## src/rtl/alu_arbiter.sv

```systemverilog
// alu_arbiter: round-robin share of one combinational ALU between two requesters, with PSR capture.
// Optional ALU_ARB_LOCK_EN: an op accepted with req_lock=1 keeps the grant on its owner.
module alu_arbiter #(
   parameter int WIDTH = 16,
   parameter int PSR_W = 8
) (
   input  logic               clk,
   input  logic               rst_n,
   input  logic [1:0]         req_valid,
   output logic [1:0]         req_ready,
   input  logic [2*WIDTH-1:0] req_a,
   input  logic [2*WIDTH-1:0] req_b,
   input  logic [7:0]         req_alucont,
   input  logic [1:0]         req_flag_wr,
   input  logic [1:0]         req_lock,
   output logic [1:0]         rsp_valid,
   input  logic [1:0]         rsp_ready,
   output logic [WIDTH-1:0]   rsp_result,
   output logic [PSR_W-1:0]   rsp_psr,
   output logic [PSR_W-1:0]   psr_q,
   output logic [WIDTH-1:0]   alu_a,
   output logic [WIDTH-1:0]   alu_b,
   output logic [3:0]         alu_alucont,
   input  logic [WIDTH-1:0]   alu_result,
   input  logic [PSR_W-1:0]   alu_psr
);
   typedef enum logic [1:0] {IDLE, EXEC, RESP} state_t;
   state_t state;
   logic ptr, id, flag_wr_q, gnt, unused;
   logic [PSR_W-1:0] flags;
`ifdef ALU_ARB_LOCK_EN
   logic lock_op, lock_q;
   assign gnt = lock_q ? id : (&req_valid ? ptr : req_valid[1]);
   assign unused = ^alu_psr[PSR_W-1:5];
`else
   assign gnt = &req_valid ? ptr : req_valid[1];
   assign unused = ^{alu_psr[PSR_W-1:5], req_lock};
`endif
   assign flags = {{(PSR_W-5){1'b0}}, alu_psr[4:0]};
   // rst_n gating keeps req_ready low while reset is held, even with valid requests
   assign req_ready = (state == IDLE && rst_n && req_valid[gnt]) ? {gnt, ~gnt} : 2'b00;
   assign rsp_valid = (state == RESP) ? {id, ~id} : 2'b00;
   always_ff @(posedge clk or negedge rst_n) begin
      if (!rst_n) begin
         state       <= IDLE;
         ptr         <= 1'b0;
         id          <= 1'b0;
         flag_wr_q   <= 1'b0;
         rsp_result  <= '0;
         rsp_psr     <= '0;
         psr_q       <= '0;
         alu_a       <= '0;
         alu_b       <= '0;
         alu_alucont <= '0;
`ifdef ALU_ARB_LOCK_EN
         lock_op     <= 1'b0;
         lock_q      <= 1'b0;
`endif
      end else begin
         case (state)
            IDLE: if (|req_ready) begin
               alu_a       <= gnt ? req_a[WIDTH +: WIDTH] : req_a[0 +: WIDTH];
               alu_b       <= gnt ? req_b[WIDTH +: WIDTH] : req_b[0 +: WIDTH];
               alu_alucont <= gnt ? req_alucont[7:4] : req_alucont[3:0];
               flag_wr_q   <= req_flag_wr[gnt];
               id          <= gnt;
`ifdef ALU_ARB_LOCK_EN
               lock_op     <= req_lock[gnt];
`endif
               state       <= EXEC;
            end
            EXEC: begin
               rsp_result <= alu_result;
               rsp_psr    <= flags;
               if (flag_wr_q) psr_q <= flags;
               state      <= RESP;
            end
            RESP: if (rsp_ready[id]) begin
`ifdef ALU_ARB_LOCK_EN
               ptr    <= lock_op ? ptr : ~id;
               lock_q <= lock_op;
`else
               ptr    <= ~id;
`endif
               state  <= IDLE;
            end
            default: state <= IDLE;
         endcase
      end
   end
endmodule

```

## config.mk

```make
export PLATFORM = sky130hd
export DESIGN_NAME = alu_arbiter
export DESIGN_NICKNAME = d
export VERILOG_FILES = /design/src/rtl/alu_arbiter.sv
export SDC_FILE = /design/constraint.sdc
export NUM_CORES = 1
export LEC_CHECK = 0
export CORE_UTILIZATION = 40
export DETAILED_ROUTE_END_ITERATION = 7
export PLACE_DENSITY_LB_ADDON = 0.25
export SYNTH_ARGS = -nofsm -noshare
export SYNTH_HDL_FRONTEND = slang
export SYNTH_SLANG_ARGS = --single-unit
```

## constraint.sdc

```tcl
create_clock -name clk -period 6.9 [get_ports clk]
set_clock_uncertainty 0.1 [all_clocks]
set_input_delay 2.07 -clock clk [delete_from_list [all_inputs] [get_ports clk]]
set_output_delay 2.07 -clock clk [all_outputs]
set_load 0.02 [all_outputs]
```

# ---- Word-level counts from Yosys, hierarchy flattened
# Index checks and enable logic that the tools add are counted.
dict set report classes {
  order_cmp 2
  eq_ne 4
  muxes 15
  n_bitwise 2
  reduce_logical 9
}
# operator count
set op_table {}
lappend op_table {{$mux 16} 2}
lappend op_table {{$reduce_and 2->1} 5}
lappend op_table {{$mux 2} 4}
lappend op_table {{$mux 1} 7}
lappend op_table {{$pmux 2 s3} 1}
lappend op_table {{$lt 1x2->1 const B} 2}
lappend op_table {{$mux 4} 1}
lappend op_table {{$ne 2x1->1 const B} 2}
lappend op_table {{$eq 2x1->1 const B} 1}
lappend op_table {{$eq 2x2->1 const B} 1}
lappend op_table {{$logic_and 1x1->1} 2}
lappend op_table {{$logic_not 2->1} 1}
lappend op_table {{$not 1->1} 2}
lappend op_table {{$reduce_or 2->1} 1}
dict set report word_totals {
  register_bits 67
  input_bits 106
  output_inout_bits 72
  elab_cells 42
}

# ---- Depth between registers and ports, before layout
# Gate-level depths: netlist (run 1).
dict set report depth {
  ltp_word 9
  depth_mapped 5
  mapped_depth_nobuf 3
}

# ---- Least setup slack after synthesis (run 1)
# Ideal clock, no wire load.
dict set report synth_path {
  kind {in2out}
  startpoint {in rst_n}
  endpoint {out req_ready[1]}
  arrival_time_ns 3.342
  t_required_ns 4.730
  slack_ns 1.388
  path_stages 4
  path_buffers 2
  path_cell_list {or3b_4 -> buf_2 -> buf_6 -> nor3b_1}
}
dict set report synth_between {
  elab_chain_cells 3
}
# element line
set synth_lines {}
lappend synth_lines {{start, declared} 8} ;# input logic rst_n,
lappend synth_lines {{$logic_and 1x1->1 (2 in series)} 41} ;# assign req_ready = (state == IDLE && rst_n && req_valid[gnt]) ? {gnt, ~gnt} : 2'b00;
lappend synth_lines {{$mux 2} 41}
lappend synth_lines {{end, declared} 10} ;# output logic [1:0] req_ready,
# Every way passes these cells.

# ---- Worst setup path after layout (run 1)
dict set report layout_path {
  startpoint {in req_valid[1]}
  endpoint {out req_ready[1]}
}
dict set report layout_between {
  elab_chain_cells 6
}
# element line
set layout_lines {}
lappend layout_lines {{start, declared} 9} ;# input logic [1:0] req_valid,
lappend layout_lines {{$reduce_and 2->1} 36} ;# assign gnt = &req_valid ? ptr : req_valid[1];
lappend layout_lines {{$mux 1} 36}
lappend layout_lines {{$mux 1 (not written as such) (2 in series)} 41}
lappend layout_lines {{$logic_and 1x1->1} 41}
lappend layout_lines {{$mux 2 *} 41}
# Every way passes the cells marked *; elsewhere a longest branch is shown, timed or not. The select of a mux whose other input is x is not followed.

==> results of run 1 <==
==> path summary, 6_finish.rpt <==
path / start / to / slack, ns / depth (start not counted)
hold / removal: psr_q[2]$_DFFE_PN0P_ / psr_q[2]$_DFFE_PN0P_ / 0.40 / 1
setup reg to reg: state[1]$_DFFE_PN0P_ / alu_a[15]$_DFFE_PN0P_ / 4.81 / 3
hold reg to reg: psr_q[2]$_DFFE_PN0P_ / psr_q[2]$_DFFE_PN0P_ / 0.40 / 1
max in group asynchronous: rst_n / alu_b[12]$_DFFE_PN0P_ / 4.33 / 2
setup / recovery: req_valid[1] / req_ready[1] / 0.93 / 4
min in group asynchronous: rst_n / rsp_result[11]$_DFFE_PN0N_ / 1.83 / 2
==> power breakdown <==
part | leakage, nW | switching [W] | internal (W)
Clock | 0.0950 | 0.000149 | 0.000165
Sequential | 0.809 | 0.000115 | 0.000583
Combinational | 1.11 | 0.000481 | 0.000545
Total | 2.01 | 0.000744 | 0.00129
==> state kept, by name, indices dropped and copies added, names as in the netlist <==
name,flops
ptr,1
alu_a,16
flag_wr_q,1
id,1
rsp_result,16
rsp_psr,5
alu_alucont,4
alu_b,16
psr_q,5
state,2
==> routing by layer <==
layer / vias to the layer above / global-route usage (%) / wire, microns
met5: - / 0 / 0
met2: 121 / 36.2 / 4120
li1: 1244 / - / -
met3: 15 / 5.28 / 621
met4: 0 / 9.09 / 173
met1: 1281 / 27.0 / 3490
==> worst reg2reg max path: cells and delay by family, from the launching register on <==
kind            cells  cell delay (ns)
compound gates      2             0.89
simple gates        1             0.55
flops               1             0.44
==> logic make-up (layout without fill, tap and decap cells) <==
kind of cell / Yosys count / after routing / share of synthesized area (%)
multiplexers: 26 / 26 / 9.87
AND/OR/NAND/NOR: 83 / 83 / 12.9
buffers and inverters: 32 / 192 / 5.86
flip-flops: 67 / 67 / 56.5
other: 1 / 6 / 0.126
AO/OA/AOI/OAI: 45 / 45 / 14.7
==> per-stage QoR <==
stage,util [%],worst slack [ns]
2_1_floorplan,-,1.39
3_3_place_gp,64.6,0.969
3_5_place_dp,64.6,0.929
4_1_cts,67.3,0.912
5_1_grt,67.3,0.841
6_report,67.3,0.934
==> area by class of cell <==
type	count	area, sq um
timing repair buffer	172	1700
clock buffer	9	124
sequential	67	1680
clock inverter	7	68.8
tap	99	124
fill	606	2360
multi-input combinational	160	1140
inverter	4	15.0
==> Yosys cell counts, drive strengths merged <==
library cell  number
a211oi             1
nand3b             1
o21ai              3
conb               1
a21o               1
inv                4
buf               17
o21bai             1
nor3              37
nor2               2
nor2b              1
or3b               1
mux2              26
a221o             37
and3               1
clkbuf            11
a21oi              1
a31oi              1
nand2             37
nor3b              1
nand2b             2
dfrtp             67
==> metrics.md, run 1 <==
| Metric | Value |
|---|---|
| Critical-path cell list | `clkdlybuf4s50_1 > buf_4 > nor3b_1 > clkdlybuf4s50_1` |
| Number of antenna violations at the first check in global routing | `0` |
| Fin area | `4850 sq um` |
| H-tree depth | `3` |
| Yosys reg bits | `67` |
| Critical path class | `input port to output pin` |
| Share of cells above drive strength 1 | `12.6%` |
| Dpl hpwl | `5.90 mm` |
| CTS tree | `yes` |
| Antenna Cells | `0` |
| # clock sinks | `67` |
| Crit path time final | `5.97 ns` |
| Pre-antenna DRT Iters | `4` |
| Synthesized area | `2970 sq um` |
| Setup TNS | `0 ns` |
| Die X | `88.1 microns` |
| Clock tree buffer depth | `2` |
| Starting Density | `41.1%` |
| DRC violations left | `0` |
| Synthesis-to-finish area growth | `63.7%` |
| Top cell type's share of synthesized area | `56.5%` |
| Leading cell type in the layout, fill and taps excluded | `clkdlybuf4s50_1` |
| Placed instance area | `4660 sq um` |
| Crit path launch type | `input port` |
| IO Pins | `178` |
| Die Y-Extent | `88.1 microns` |
| PwrDens | `420 nW/um^2` |
| CP max-delay cell | `clkdlybuf4s50_1` |
| Worst VDD drop | `0.187 mV` |
| Die footprint | `7760 sq um` |
| Status | `completed` |
| Maxcap violations | `0` |
| Synth cell types | `25` |
| Cts hold-fix bufs | `0` |
| Via-to-Cell Ratio | `5.14` |
| Total grt overflow | `0` |
| Cts repair resizes | `0` |
| Cell taking the most area after synthesis | `dfrtp_1` |
| Top delay family on crit path | `buffers and inverters` |
| Vias in the first global route | `2573` |
| Rows | `31` |
| Number of clock buffers inserted by TritonCTS | `9` |
| Synth area leaders | `dfrtp_1 57%, a221o_1 12%, mux2_2 9.9%, nor3_1 6.2%, nand2_1 4.7%` |
| Largest net degree at the start of global routing | `68` |
| Initial detailed-routing violation count | `93` |
| Fmax achieved | `0.168 GHz` |
| Worst path max stage delay | `0.68 ns` |
| Worst-Skew Late Latency | `0.33 ns` |
| Crit path buffers/inverters | `3` |
| Leak Pwr | `2.01 nW` |
| Most frequent CP cell | `clkdlybuf4s50_1` |
| GPL Wtd Cong | `0.694` |
| Rel. slew slack | `34.4%` |
| Routed wire per std cell | `16.2 microns` |
| Max-slew violation count | `0` |
| Root Buffer | `clkbuf_8` |
| Post-Synthesis Mean Instance Area | `11.7 sq um` |
| Final Non-Filler Cells | `518` |
| Endpoints failing setup | `0` |
| Crit. End Element | `output pin` |
| Port-buffer cells | `166` |
| WP data required | `4.73 ns` |
| Clk pin slew, worst setup/hold paths | `0.07 ns` |
| CP arrival | `3.80 ns` |
| Slew @ Worst Pin | `0.984 ns` |
| Post-route ant nets | `0` |
| Final wirelength | `8.41 mm` |
| Placed Cells | `502` |
| RSZ-0062 raised after global routing | `no` |
| # nets final | `520` |
| Overall power | `0.00204 W` |
| Vias | `2661` |
| Most frequent cells in the layout | `165 x clkdlybuf4s50_1, 67 x dfrtp_1, 37 x nand2_1, 37 x nor3_1, 37 x a221o_1` |
| Fin crit share | `86.5%` |
| Sequential-to-total area share from yosys stat | `56.5%` |
| Hold Slack | `0.405 ns` |
| Min-Delay Path Class | `flop to flop` |
| Placeable Area | `7210 sq um` |
| Post-CTS Setup Repair Bufs | `0` |
| Yosys synthesis warning count | `0` |
| GRT Util Overall | `21.7%` |
| Max FO, Critical Path | `18` |
| First-pass GRT wire length | `12.6 mm` |
| Gate Count Post-Synth | `254` |
| Final Hold Vio Count | `0` |
No activity file was read; power rests on OpenSTA's default activity.
==> run 2, diff against run 1 <==
Settings changed: SETUP_SLACK_MARGIN set to 0.4.
==> results of run 2 <==
Same layout as run 1: the final DEF is identical, and so are final timing and power.
